==> src/rtl/seg_frame_pkg.sv <==
// Shared constants, state encoding and frame-slice helper for the
// seven-segment serial frame transmitter.
package seg_frame_pkg;

    localparam int unsigned FRAME_BITS  = 96;
    localparam int unsigned BRIGHT_BITS = 8;
    localparam int unsigned SHREG_BITS  = FRAME_BITS + BRIGHT_BITS;
    localparam int unsigned NUM_DIGITS  = 4;
    localparam int unsigned SLICE_BITS  = 24;

    // Bit offsets inside one 24-bit digit slice
    localparam int unsigned RED_LSB = 16;
    localparam int unsigned GRN_LSB = 8;
    localparam int unsigned AN_LSB  = 0;

    typedef enum logic [1:0] {
        COL_OFF = 2'b00,
        COL_RED = 2'b01,
        COL_GRN = 2'b10,
        COL_AMB = 2'b11
    } colour_e;

    localparam logic [2:0] ST_IDLE   = 3'd0;
    localparam logic [2:0] ST_LOAD   = 3'd1;
    localparam logic [2:0] ST_SHIFT  = 3'd2;
    localparam logic [2:0] ST_LATCH  = 3'd3;
    localparam logic [2:0] ST_BSHIFT = 3'd4;
    localparam logic [2:0] ST_PWM    = 3'd5;

    function automatic logic [SLICE_BITS-1:0] build_slice(input logic [6:0] seg,
                                                         input logic [1:0] col,
                                                         input logic [5:0] mask);
        logic [SLICE_BITS-1:0] s;
        s = '0;
        s[RED_LSB +: 7] = seg & {7{col[0]}};
        s[GRN_LSB +: 7] = seg & {7{col[1]}};
        s[AN_LSB  +: 6] = (col == COL_OFF) ? 6'd0 : mask;
        return s;
    endfunction

endpackage

==> src/rtl/seg7_hex_decode.sv <==
// Combinational hex digit to seven-segment pattern, bit order {g,f,e,d,c,b,a}.
module seg7_hex_decode (
    input  logic [3:0] hex,
    output logic [6:0] seg
);

    always_comb begin
        case (hex)
            4'h0:    seg = 7'b0111111;
            4'h1:    seg = 7'b0000110;
            4'h2:    seg = 7'b1011011;
            4'h3:    seg = 7'b1001111;
            4'h4:    seg = 7'b1100110;
            4'h5:    seg = 7'b1101101;
            4'h6:    seg = 7'b1111101;
            4'h7:    seg = 7'b0000111;
            4'h8:    seg = 7'b1111111;
            4'h9:    seg = 7'b1101111;
            4'hA:    seg = 7'b1110111;
            4'hB:    seg = 7'b1111100;
            4'hC:    seg = 7'b0111001;
            4'hD:    seg = 7'b1011110;
            4'hE:    seg = 7'b1111001;
            default: seg = 7'b1110001;
        endcase
    end

endmodule

==> src/rtl/seg_frame_tx.sv <==
// Serialises four coloured hex digits plus a brightness byte into the
// shift/latch/pwm-load protocol of the bi-colour seven-segment driver.
module seg_frame_tx
    import seg_frame_pkg::*;
#(
    parameter int unsigned CLK_DIV  = 4,
    parameter logic [5:0]  LED_MASK = 6'h3F
) (
    input  logic        clk,
    input  logic        rst,
    input  logic        start,
    input  logic [15:0] digit,
    input  logic [7:0]  color,
    input  logic [7:0]  bright,
    output logic        busy,
    output logic        done,
    output logic        ser_clk,
    output logic        ser_data,
    output logic        ser_latch,
    output logic        ser_pwm
);

    localparam int unsigned PH_W = (2 * CLK_DIV > 1) ? $clog2(2 * CLK_DIV) : 1;
    localparam logic [PH_W-1:0] PH_HALF = PH_W'(CLK_DIV);
    localparam logic [PH_W-1:0] PH_LAST = PH_W'(2 * CLK_DIV - 1);

    logic [6:0]            seg [NUM_DIGITS];
    logic [FRAME_BITS-1:0] frame;

    for (genvar i = 0; i < NUM_DIGITS; i++) begin : g_digit
        seg7_hex_decode u_dec (
            .hex (digit[4*i +: 4]),
            .seg (seg[i])
        );
        assign frame[SLICE_BITS*i +: SLICE_BITS] = build_slice(seg[i], color[2*i +: 2], LED_MASK);
    end

    logic [2:0]            state_q, state_d;
    logic [PH_W-1:0]       ph_q, ph_d;
    logic [6:0]            cnt_q, cnt_d;
    logic [SHREG_BITS-1:0] shreg_q, shreg_d;
    logic                  pending_q, pending_d;
    logic                  phase_end;

    assign phase_end = (ph_q == PH_LAST);

    always_comb begin
        state_d   = state_q;
        ph_d      = phase_end ? '0 : ph_q + 1'b1;
        cnt_d     = cnt_q;
        shreg_d   = shreg_q;
        pending_d = pending_q | start;
        case (state_q)
            ST_IDLE: begin
                ph_d      = '0;
                pending_d = 1'b0;
                if (start) state_d = ST_LOAD;
            end
            ST_LOAD: begin
                // Brightness rides behind the frame so one register feeds both shift phases
                shreg_d = {frame, bright};
                cnt_d   = 7'(FRAME_BITS - 1);
                ph_d    = '0;
                state_d = ST_SHIFT;
            end
            ST_SHIFT, ST_BSHIFT: begin
                if (phase_end) begin
                    shreg_d = {shreg_q[SHREG_BITS-2:0], 1'b0};
                    cnt_d   = cnt_q - 7'd1;
                    if (cnt_q == 7'd0) state_d = (state_q == ST_SHIFT) ? ST_LATCH : ST_PWM;
                end
            end
            ST_LATCH: begin
                if (phase_end) begin
                    cnt_d   = 7'(BRIGHT_BITS - 1);
                    state_d = ST_BSHIFT;
                end
            end
            ST_PWM: begin
                if (phase_end) begin
                    pending_d = 1'b0;
                    state_d   = (pending_q || start) ? ST_LOAD : ST_IDLE;
                end
            end
            default: state_d = ST_IDLE;
        endcase
    end

    always_ff @(posedge clk) begin
        if (rst) begin
            state_q   <= ST_IDLE;
            ph_q      <= '0;
            cnt_q     <= '0;
            shreg_q   <= '0;
            pending_q <= 1'b0;
        end else begin
            state_q   <= state_d;
            ph_q      <= ph_d;
            cnt_q     <= cnt_d;
            shreg_q   <= shreg_d;
            pending_q <= pending_d;
        end
    end

    logic shifting;
    assign shifting = (state_q == ST_SHIFT) || (state_q == ST_BSHIFT);

    always_comb begin
        done      = (state_q == ST_PWM) && phase_end;
        // A queued or coincident start keeps busy high through the done cycle
        busy      = (state_q != ST_IDLE) && !(done && !pending_q && !start);
        ser_clk   = shifting && (ph_q >= PH_HALF);
        ser_data  = shifting && shreg_q[SHREG_BITS-1];
        ser_latch = (state_q == ST_LATCH) && (ph_q < PH_HALF);
        ser_pwm   = (state_q == ST_PWM) && (ph_q < PH_HALF);
    end

endmodule

==> config.mk <==
export PLATFORM = sky130hd
export DESIGN_NAME = seg_frame_tx
export DESIGN_NICKNAME = d
export VERILOG_FILES = /design/src/rtl/seg_frame_pkg.sv /design/src/rtl/seg7_hex_decode.sv /design/src/rtl/seg_frame_tx.sv
export SDC_FILE = /design/constraint.sdc
export NUM_CORES = 1
export LEC_CHECK = 0
export BUFFER_PORTS_ARGS = -buffer_cell sky130_fd_sc_hd__buf_2
export CORE_MARGIN = 2
export CORE_UTILIZATION = 45
export DETAILED_ROUTE_END_ITERATION = 6
export HOLD_SLACK_MARGIN = 0.08
export SLEW_MARGIN = 10
export SYNTH_ARGS = -nofsm -noshare
export SYNTH_HDL_FRONTEND = slang
export SYNTH_SLANG_ARGS = --single-unit
==> constraint.sdc <==
create_clock -name clk -period 5.41 [get_ports clk]
set_input_delay 0.8115 -clock clk [delete_from_list [all_inputs] [get_ports clk]]
set_output_delay 0.8115 -clock clk [all_outputs]
set_load 0.01 [all_outputs]
==> Word level (Yosys, flattened, before mapping) <==
Memory sizes are Yosys's and may differ from the RTL's.
Cells that the tools add are included.
{ "totals": {"latchBits": 0, "ram_bits": 0, "in_bits": 35, "rom_bits": 448, "memories": 4, "wordCells": 79, "out_inout_bits": 6, "regBits": 118} }
{ "memory_table": {"columns": ["memory", "words", "word_bits", "rd", "rd_clocked_by_memory_dff", "wr", "line_no", "source"], "rows": [
  ["(name not given)", 16, 7, 1, 0, 0, "seg7_hex_decode.sv:8", "case (hex)"],
  ["(name not given)", 16, 7, 1, 0, 0, "seg7_hex_decode.sv:8", null],
  ["(name not given)", 16, 7, 1, 0, 0, "seg7_hex_decode.sv:8", null],
  ["(name not given)", 16, 7, 1, 0, 0, "seg7_hex_decode.sv:8", null]
]} }
{ "classes": {"mux": 19, "n_lt_le_gt_ge": 2, "multipliers": 0, "n_eq_ne": 11, "addsub": 2, "n_shift": 0, "div": 0, "bitwise": 9, "reduce_logical": 27} }
{ "ops": {"columns": ["op", "n"], "rows": [
  ["$pmux W104 S2", 1],
  ["$mux W104", 1],
  ["$and A7 B7 Y7", 8],
  ["$mux W6", 4],
  ["$pmux W7 S3", 1],
  ["$mux W3", 6],
  ["$pmux W3 S5", 1],
  ["$mux W7", 2],
  ["$ne A2 B2 Y1 const B", 5],
  ["$eq A3 B3 Y1 const B", 3],
  ["$logic_and A1 B1 Y1", 8],
  ["$logic_not A2 Y1", 4],
  ["$logic_not A7 Y1", 1],
  ["$sub A7 B1 Y7 const B", 1],
  ["$eq A3 B2 Y1 const B", 2],
  ["$reduce_bool A3 Y1", 2],
  ["$reduce_and A5 Y1", 1],
  ["$reduce_or A4 Y1", 1],
  ["$add A3 B1 Y3 const B", 1],
  ["$eq A3 B1 Y1 const B", 1],
  ["$ge A3 B3 Y1 const B", 1],
  ["$logic_not A1 Y1", 3],
  ["$logic_not A3 Y1", 1],
  ["$lt A3 B3 Y1 const B", 1],
  ["8 further kinds", 10]
]} }

==> Longest topological paths before layout <==
Gate-level depths: netlist of run 1.
{ "logic_depth": {"ltp_word": 6, "depth_mapped": 9, "depth_no_buf": 6} }

==> Modules after synthesis <==
Synthesis of run 1 repeated with hierarchy kept, for this count alone.
{ "unflattened": {"hier_cells": 775, "hier_area_um2": 6328.6} }
{ "modules_own_cells": {"columns": ["mod", "cells_per_inst", "n_inst", "seq_area_each_um2", "area_each_um2"], "rows": [
  ["seg_frame_tx", 643, 1, 2362.3, 5175.0],
  ["seg7_hex_decode at g_digit[0].u_dec ...", 33, 3, 0.0, 287.8],
  ["seg7_hex_decode at g_digit[2].u_dec", 33, 1, 0.0, 290.3]
]} }

==> Worst setup path after synthesis of run 1 <==
No wires, ideal clock.
{ "synth_path": {"kind": "input port to flip-flop", "from": "input port digit[12]", "to": "register shreg_q[91]", "cell_stages": 6, "path_buffers": 0, "arrival_time_ns": 2.234, "slack_ns": 3.090, "path_cell_list": "inv_1 -> ha_1 -> inv_1 -> mux4_2 -> or3b_2 -> a211oi_1"} }
{ "synth_via": {"elab_chain_len": 3} }
{ "synth_lines": {"columns": ["element", "line_no", "source"], "rows": [
  ["start, declared", "seg_frame_tx.sv:12", "input logic [15:0] digit,"],
  ["$mem_v2 Z16 W7", null, null],
  ["$and A7 B7 Y7", "seg_frame_pkg.sv:36", "s[GRN_LSB +: 7] = seg & {7{col[1]}};"],
  ["$pmux W104 S2", "seg_frame_tx.sv:53", "case (state_q)"],
  ["end signal, assigned", "seg_frame_tx.sv:100", "shreg_q <= shreg_d;"],
  ["end, declared", "seg_frame_tx.sv:41", "logic [SHREG_BITS-1:0] shreg_q, shreg_d;"]
]} }
No other way between the ends.
A chain may end at the register's enable or synchronous reset.

==> Final worst setup path of run 1 <==
{ "layout_path": {"from": "register state_q[0]", "to": "output port ser_latch"} }
{ "layout_via": {"elab_chain_len": 2} }
{ "layout_lines": {"columns": ["element", "line_no", "source"], "rows": [
  ["start, declared", "seg_frame_tx.sv:38", "logic [2:0] state_q, state_d;"],
  ["start signal, assigned", "seg_frame_tx.sv:97", "state_q <= state_d;"],
  ["$eq A3 B2 Y1", "seg_frame_tx.sv:114", "ser_latch = (state_q == ST_LATCH) && (ph_q < PH_HALF);"],
  ["$logic_and A1 B1 Y1", "seg_frame_tx.sv:114", null],
  ["end, declared", "seg_frame_tx.sv:19", "output logic ser_latch,"]
]} }
No other way between the ends.

==> results.md, run 1 <==
- Status: finished, final reports clean
- Layout cells sized above 1: 15.03%
- Vias: 5,712
- First-pass GRT wire length: between 20,000 and 30,000 microns
- Vias per cell: 5.919
- Seq pwr share: 40.1%
- TritonCTS buffer count: 17
- PwrDens: approximately 350 mW/mm^2
- Final Non-Filler Cells: 965
- Primary FF master, synth: dfxtp_1
- Hold path start: ph_q[0]
- Nets: 838
- FF-to-FF setup slack: 2300 ps
- Worst slew pin tran: 1023 ps
- Sequential share of the synthesized area: 36.67%
- Placed wire-length estimate: 9676 microns
- CTS tree: built
- CP startpoint kind: flip-flop
- Avg Inst Size Synth: 8.260 sq um
- H-tree depth: 4
- Routed len/inst: between 15 and 20 microns
- Final hold vios: 0
- # IOs: 41
- Cell internal pwr: 1.808 mW
- Synth Register Bits: around 120
- Cell variety after synth: 50
- Yosys top cell by area: dfxtp_1
- Initial antenna violation count: 0
- Root Buffer: clkbuf_16
- Mux cell area share after synthesis: 5.088%
- XOR/XNOR Fraction of Synth Area: 0.2525%
- Crit path DAT: 2450 ps
- Syn_nets: 844
- Comb pwr share: between 10% and 20%
- Hold WS: ~430 ps
- Total routed wirelength: 15,370 microns
- Worst slew margin: 31.77%
- Total leakage power: ~3 nW
- Worst Setup SP: state_q[0]
- Critical path peak fanout: 19
- Share of the synthesized area in the top cell type: 36.67%
- Port bufs: 40
- Crit. End Element: primary output
- Area fraction in compound gates after synthesis: 22.14%
- Final setup margin: 2148 ps
- Antenna viol nets, final: 0
- Post-CTS resize count: 0
- CTS Buffer Depth: 2
- Die area: 0.01529 sq mm
- Max cap viols: 0
- Die Wd: 123.7 microns
- Adder-Cell Fraction of Synth Area: 5.632%
- Setup Viol. Count Final: 0
- Synthesized cell area: 0.006442 sq mm
- Crit Path Category: flip-flop to primary output
- Hold path cells: 1
- Clock Power Share: 42.9%
- Fin crit period: 3262 ps
- Worst-Skew Late Latency: 400 ps
- FF-to-FF Start: state_q[0]
- GRT Residual Overflow: 0
- Synth top cells by count: 118 x dfxtp_1, 104 x nor2_1, 74 x a21oi_1
- # diodes: 0
- Count of TritonRoute iterations in the first routing pass: 7
- Pre-CTS setup slack: 2227 ps
- Max VDD drop: 0.2494 mV
- Starting DRT DRC Count: 368
- Clk_skew: approximately 7.2 ps
- Count leader, synth: dfxtp_1
- Synthesis Warnings: 0
- Setup TNS: 0 ps
- Synth area leaders: dfxtp_1 37%, nor2_1 6.1%, a21oi_1 5.7%, a211oi_1 5.7%, ha_1 5.6%
- Switching Share: 27.82%
- Largest net degree at the start of global routing: 68
- Max-slew violations: 0
- Clk sink count: about 120
- Final period util: between 60% and 70%
- FFs w/ async S/R, synth: 0%
- Main combinational cell family by area after synthesis: simple AND/OR/NAND/NOR gates
- Net Switching: 696.6 uW
- Worst EP required: 4600 ps
- FP Rows: 43
- Vias in the first global route: 5,287
- Initial core utilization: a little under half
- Peak Freq: 306.5 MHz
- CTS Hold Bufs: 0
- R2r worst-path depth: 6
- Postcts setup bufs: 0
- Hold WC Path Type: flip-flop to flip-flop
- GP Congestion: slightly above 0.8
- Worst-path clk slew: roughly 50 ps
- Die Ht: 123.7 microns
- Endpoint of the worst-slack reg-to-reg timing path: shreg_q[91]
- RSZ-0062 raised after global routing: no
- GRT Total Usage: around a fifth
- DR DRC count: 0
- Placed Cells: 934
- Worst hold endpoint: ph_q[0]
- Post-Synthesis Cells: between 700 and 800
- Post-Synth Simple-Gate Area: 22.84%
- Area delta synth->final: 11.30%
- EDFF count, synth: 0
- Core footprint: 0.01393 sq mm
cell usage in the layout (no fill, tap or decap), drive strengths merged, types with 13 or more instances in the layout:
cell type / n
nand3: 51
a22oi: 25
buf: 52
ha: 29
clkbuf: 21
nor2: 104
nor2b: 13
a21oi: 74
dfxtp: 118
nor3: 48
a211oi: 59
nand2: 31
mux2: 14
inv: 24
registers in the layout (all words and copies together) (netlist names):
signal,cells
pending_q,1
cnt_q,7
shreg_q,104
state_q,3
ph_q,3
critical path, cell delays in order, from the launching register on:
cell,delay (ps)
dfxtp_1,700
clkinv_1,440
buf_4,300
nor2_1,260
and3b_1,210
buf_2,130
power by group through the flow:
| stage | registers (mW) | clock network, mW | logic [mW] |
|---|---|---|---|
| after floorplan | 1.00 | 0 | 0.346 |
| after global placement | 1.02 | 0 | 0.408 |
| after detailed placement | 1.02 | 0 | 0.421 |
| after CTS | 1.00 | 1.09 | 0.423 |
| after global routing | 1.01 | 1.14 | 0.479 |
| final | 1.00 | 1.08 | 0.424 |
metrics by stage:
step / total power, mW / util [%] / cell area, sq um
detailed placement: 1.441 / 47.27 / 6586
finish: 2.504 / 51.46 / 7171
global placement: 1.426 / 47.27 / 6586
CTS: 2.520 / 51.32 / 7151
global route: 2.632 / 51.46 / 7171
floorplan: 1.347 / - / 6442
layer usage:
metal | wire length [microns] | track usage (%) | up-vias
li1 | - | - | 2810
met1 | 7372 | 27.63 | 2745
met2 | 7241 | 32.73 | 147
met3 | 645 | 3.846 | 10
met4 | 114 | 7.386 | 0
met5 | 0 | 0 | -
cell families after synthesis:
family | Yosys count
muxes | 26
AOI/OAI and AO/OA | 205
DFF | 118
xor gates and xnor gates | 1
adders and majority gates | 29
and+or+nand+nor | 299
buffers and inverters | 102
worst max-delay path by stage:
| stage | end | depth (start not counted) |
|---|---|---|
| 5_1_grt | ser_latch | 5 |
| 4_1_cts | ser_latch | 5 |
| 2_1_floorplan | shreg_q[91] | 6 |
| 3_5_place_dp | shreg_q[94] | 7 |
| 6_report | ser_latch | 5 |
| 3_3_place_gp | shreg_q[99] | 7 |
final cells by class:
class | instances | area [sq um]
Inverter | 25 | 93.84
Timing Repair Buffer | 52 | 305.3
Clock inverter | 9 | 103.9
Fill cell | 1287 | 6764
Clock buffer | 21 | 460.4
Multi-Input combinational cell | 560 | 3620
Tap cell | 180 | 225.2
Sequential cell | 118 | 2362
No activity file was read; power rests on OpenSTA's default activity.
==> inputs of run 2 (changes only) <==
- ABC_AREA: default -> 1
- clock period: 5.41 -> 3.2 ns (I/O delays scaled with it)
==> results.md, run 2 <==
- Crit. End Element: primary output
- Layout cells sized above 1: 9.802% (-5.2 points)
- Root Buffer: clkbuf_16
- CTS Hold Bufs: 0 (unchanged)
- Final setup margin: 839.4 ps (-1308 ps)
- Synth top cells by count: 214 x nor2_1, 210 x nand2_1, 118 x dfxtp_1, 118 x o21ai_0, 58 x a21oi_1
- Peak Freq: 423.6 MHz
- GRT Residual Overflow: 0 (unchanged)
- Pre-CTS setup slack: 1166 ps (-1061 ps)
- Area of the multi-input gates: 0.003398 sq mm (-6.1%)
- # diodes: 0 (unchanged)
- Port bufs: 40 (unchanged)
- Crit Path Category: flip-flop to primary output
- Sequential share of the synthesized area: 37.81% (+1.1 points)
- Cell variety after synth: 30 (-40%)
- Syn_nets: 996 (+18%)
- CTS tree: built
- Worst slew pin tran: 730.2 ps (-293.2 ps)
- Worst slew margin: 51.32% (+20 points)
- # IOs: 41 (unchanged)
- Yosys top cell by area: dfxtp_1
- GP Congestion: 0.8017 (-0.99%)
- Initial antenna violation count: 0 (unchanged)
- Status: finished, final reports clean
- DR DRC count: 0 (unchanged)
- Clock Power Share: 30.8% (-12 points)
- CTS Buffer Depth: 2 (unchanged)
- Final hold vios: 0 (unchanged)
- Setup TNS: 0 ps (unchanged)
- Most flops, register: shreg_q
- Post-Synthesis Cells: 932 (+19%)
- Synthesized cell area: 0.006247 sq mm (-3.0%)
- Fin crit period: 2361 ps
- FFs w/ async S/R, synth: 0% (unchanged)
- Post-CTS resize count: 0 (unchanged)
- Net Switching: 2.484 mW (+260%)
- Die Ht: 121.8 microns (-1.5%)
- Crit path DAT: 1880 ps (-570 ps)
- Worst Setup SP: state_q[1]
- Register Area: 0.002362 sq mm (unchanged)
- Count of TritonRoute iterations in the first routing pass: 5 (-2)
- Share of the synthesized area in the top cell type: 37.81% (+1.1 points)
- Clk sink count: 118 (unchanged)
- Top Registers: shreg_q x104, cnt_q x7
- Setup Viol. Count Final: 0 (unchanged)
- Switching Share: 37.61% (+9.8 points)
- Core footprint: 0.01372 sq mm (-1.5%)
- EDFF count, synth: 0 (unchanged)
- Die Wd: 121.8 microns (-1.5%)
- Worst EP required: 2720 ps (-1880 ps)
- Worst-path clk slew: 50 ps (about the same)
- Vias: 5,700 (-0.21%)
- Vias in the first global route: 5,215 (-1.4%)
- Largest net degree at the start of global routing: 82 (+21%)
- RSZ-0062 raised after global routing: no
- FF-to-FF Start: state_q[1]
- Max cap viols: 0 (unchanged)
- Total routed wirelength: 13,460 microns (-12%)
- Avg Inst Size Synth: 6.703 sq um (-19%)
- Max-slew violations: 0 (unchanged)
- Nets: 1,011 (+21%)
- Critical path peak fanout: 23 (+4)
- Cell internal pwr: 4.120 mW (+130%)
- Seq pwr share: 34.1% (-6.0 points)
- Final Cell Area: 0.007038 sq mm (-1.8%)
- Synthesis Warnings: 0 (unchanged)
- Antenna viol nets, final: 0 (unchanged)
- Area delta synth->final: 12.66%
- GRT Total Usage: 19.18% (-1.3 points)
- Post-DP Area: 0.006405 sq mm (-2.8%)
- H-tree depth: 4 (unchanged)
- Routed len/inst: 11.82 microns (-26%)
- Final period util: 73.77%
- Synth Register Bits: 118 (unchanged)
- Max reg flops: 104 (unchanged)
- Die area: 0.01484 sq mm (-2.9%)
- TritonCTS buffer count: 17 (unchanged)
- Max VDD drop: 0.4080 mV (+64%)
- Worst-Skew Late Latency: 410 ps (about the same)
- Primary FF master, synth: dfxtp_1
- Starting DRT DRC Count: 525 (+43%)
- Comb pwr share: 35.0% (+18 points)
- Synth area leaders: dfxtp_1 38%, nor2_1 13%, nand2_1 13%, o21ai_0 9.5%, ha_1 5.8%
- Commonest non-fill, non-tap cells in the layout: 214 x nor2_1, 209 x nand2_1, 118 x o21ai_0, 118 x dfxtp_1, 58 x a21oi_1
- FILL cells: 1,407 (+9.3%)
- Total leakage power: 3.018 nW (+2.8%)
- Initial core utilization: 45.54% (-0.70 points)
- Hold WC Path Type: input port to flip-flop
- Count leader, synth: nor2_1
- Postcts setup bufs: 0 (unchanged)
- Vias per cell: 5.004 (-15%)
- PwrDens: 938.4 mW/mm^2 (+170%)
- FP Rows: 43 (unchanged)
- Hold path start: bright[0]
- CP startpoint kind: flip-flop
- Clk_skew: 6.793 ps (-0.3691 ps)
- Commonest non-fill, non-tap cell in the layout: nor2_1
- First-pass GRT wire length: 23,430 microns (-6.8%)
- Placed wire-length estimate: 8494 microns (-12%)
## run 2: cell count changes after synthesis, sizes merged, moves of 14 or more
cell    change
nand3      -20
clkbuf     -20
a21oi      -16
o21ai     +144
nor3       -46
nor2      +114
inv        +17
nand2     +185
mux2       -14
a22oi      -25
a211oi     -59
## run 2: final timing paths
path                       to  slack, ps  cells after the start
hold / removal     shreg_q[0]        360                      3
setup / recovery      ser_clk        840                      5
hold reg to reg       ph_q[0]        420                      1
setup reg to reg  shreg_q[37]       1160                      7
## run 2: power groups by stage
stage	clock network, mW	logic (mW)	registers (mW)
floorplan	0	2.08	2.21
global placement	0	2.33	2.27
detailed placement	0	2.33	2.27
CTS	2.07	2.34	2.25
global route	2.13	2.70	2.32
finish	2.04	2.31	2.25
## run 2: final cells by class
class / count / share of cell area (%)
multi-input combinational: 722 / 48.28
sequential: 118 / 33.56
tap: 180 / 3.200
clock buffer: 23 / 6.933
clock inverter: 8 / 2.062
inverter: 41 / 2.187
timing repair buffer: 47 / 3.769
## run 2: critical path, stage by stage, from the launching register on
cell and delay [ps]:
dfxtp_1 390, inv_2 90, o21ai_1 170, nand2_2 400, nor2_1 260, buf_2 160
## run 2: per-layer routing
metal | track usage (%) | wire [microns] | up-vias | share of wire, %
li1 | - | - | 3039 | -
met1 | 25.55 | 6965 | 2567 | 52
met2 | 30.76 | 5957 | 82 | 44
met3 | 3.933 | 384 | 12 | 2.9
met4 | 6.968 | 152 | 0 | 1.1
met5 | 0 | 0 | - | 0
## run 2: cell families (layout without fill, tap and decap cells)
kind of cell	after synthesis	count (layout)	synth area share (%)
AOI/OAI and AO/OA	221	221	18.17
DFF	118	118	37.81
buffers and inverters	92	119	7.991
adders and majority gates	29	29	5.808
xor gates and xnor gates	3	3	0.4207
and+or+nand+nor	469	469	29.80
## run 2: metrics by stage
step                utilization (%)  hold slack [ps]  power, mW  cells
floorplan                         -            399.2      4.289    932
global placement              46.68            418.6      4.594   1108
detailed placement            46.68            412.4      4.601   1108
CTS                           51.30            343.7      6.658   1139
global route                  51.30            356.4      7.150   1139
finish                        51.30            360.8      6.605   1139
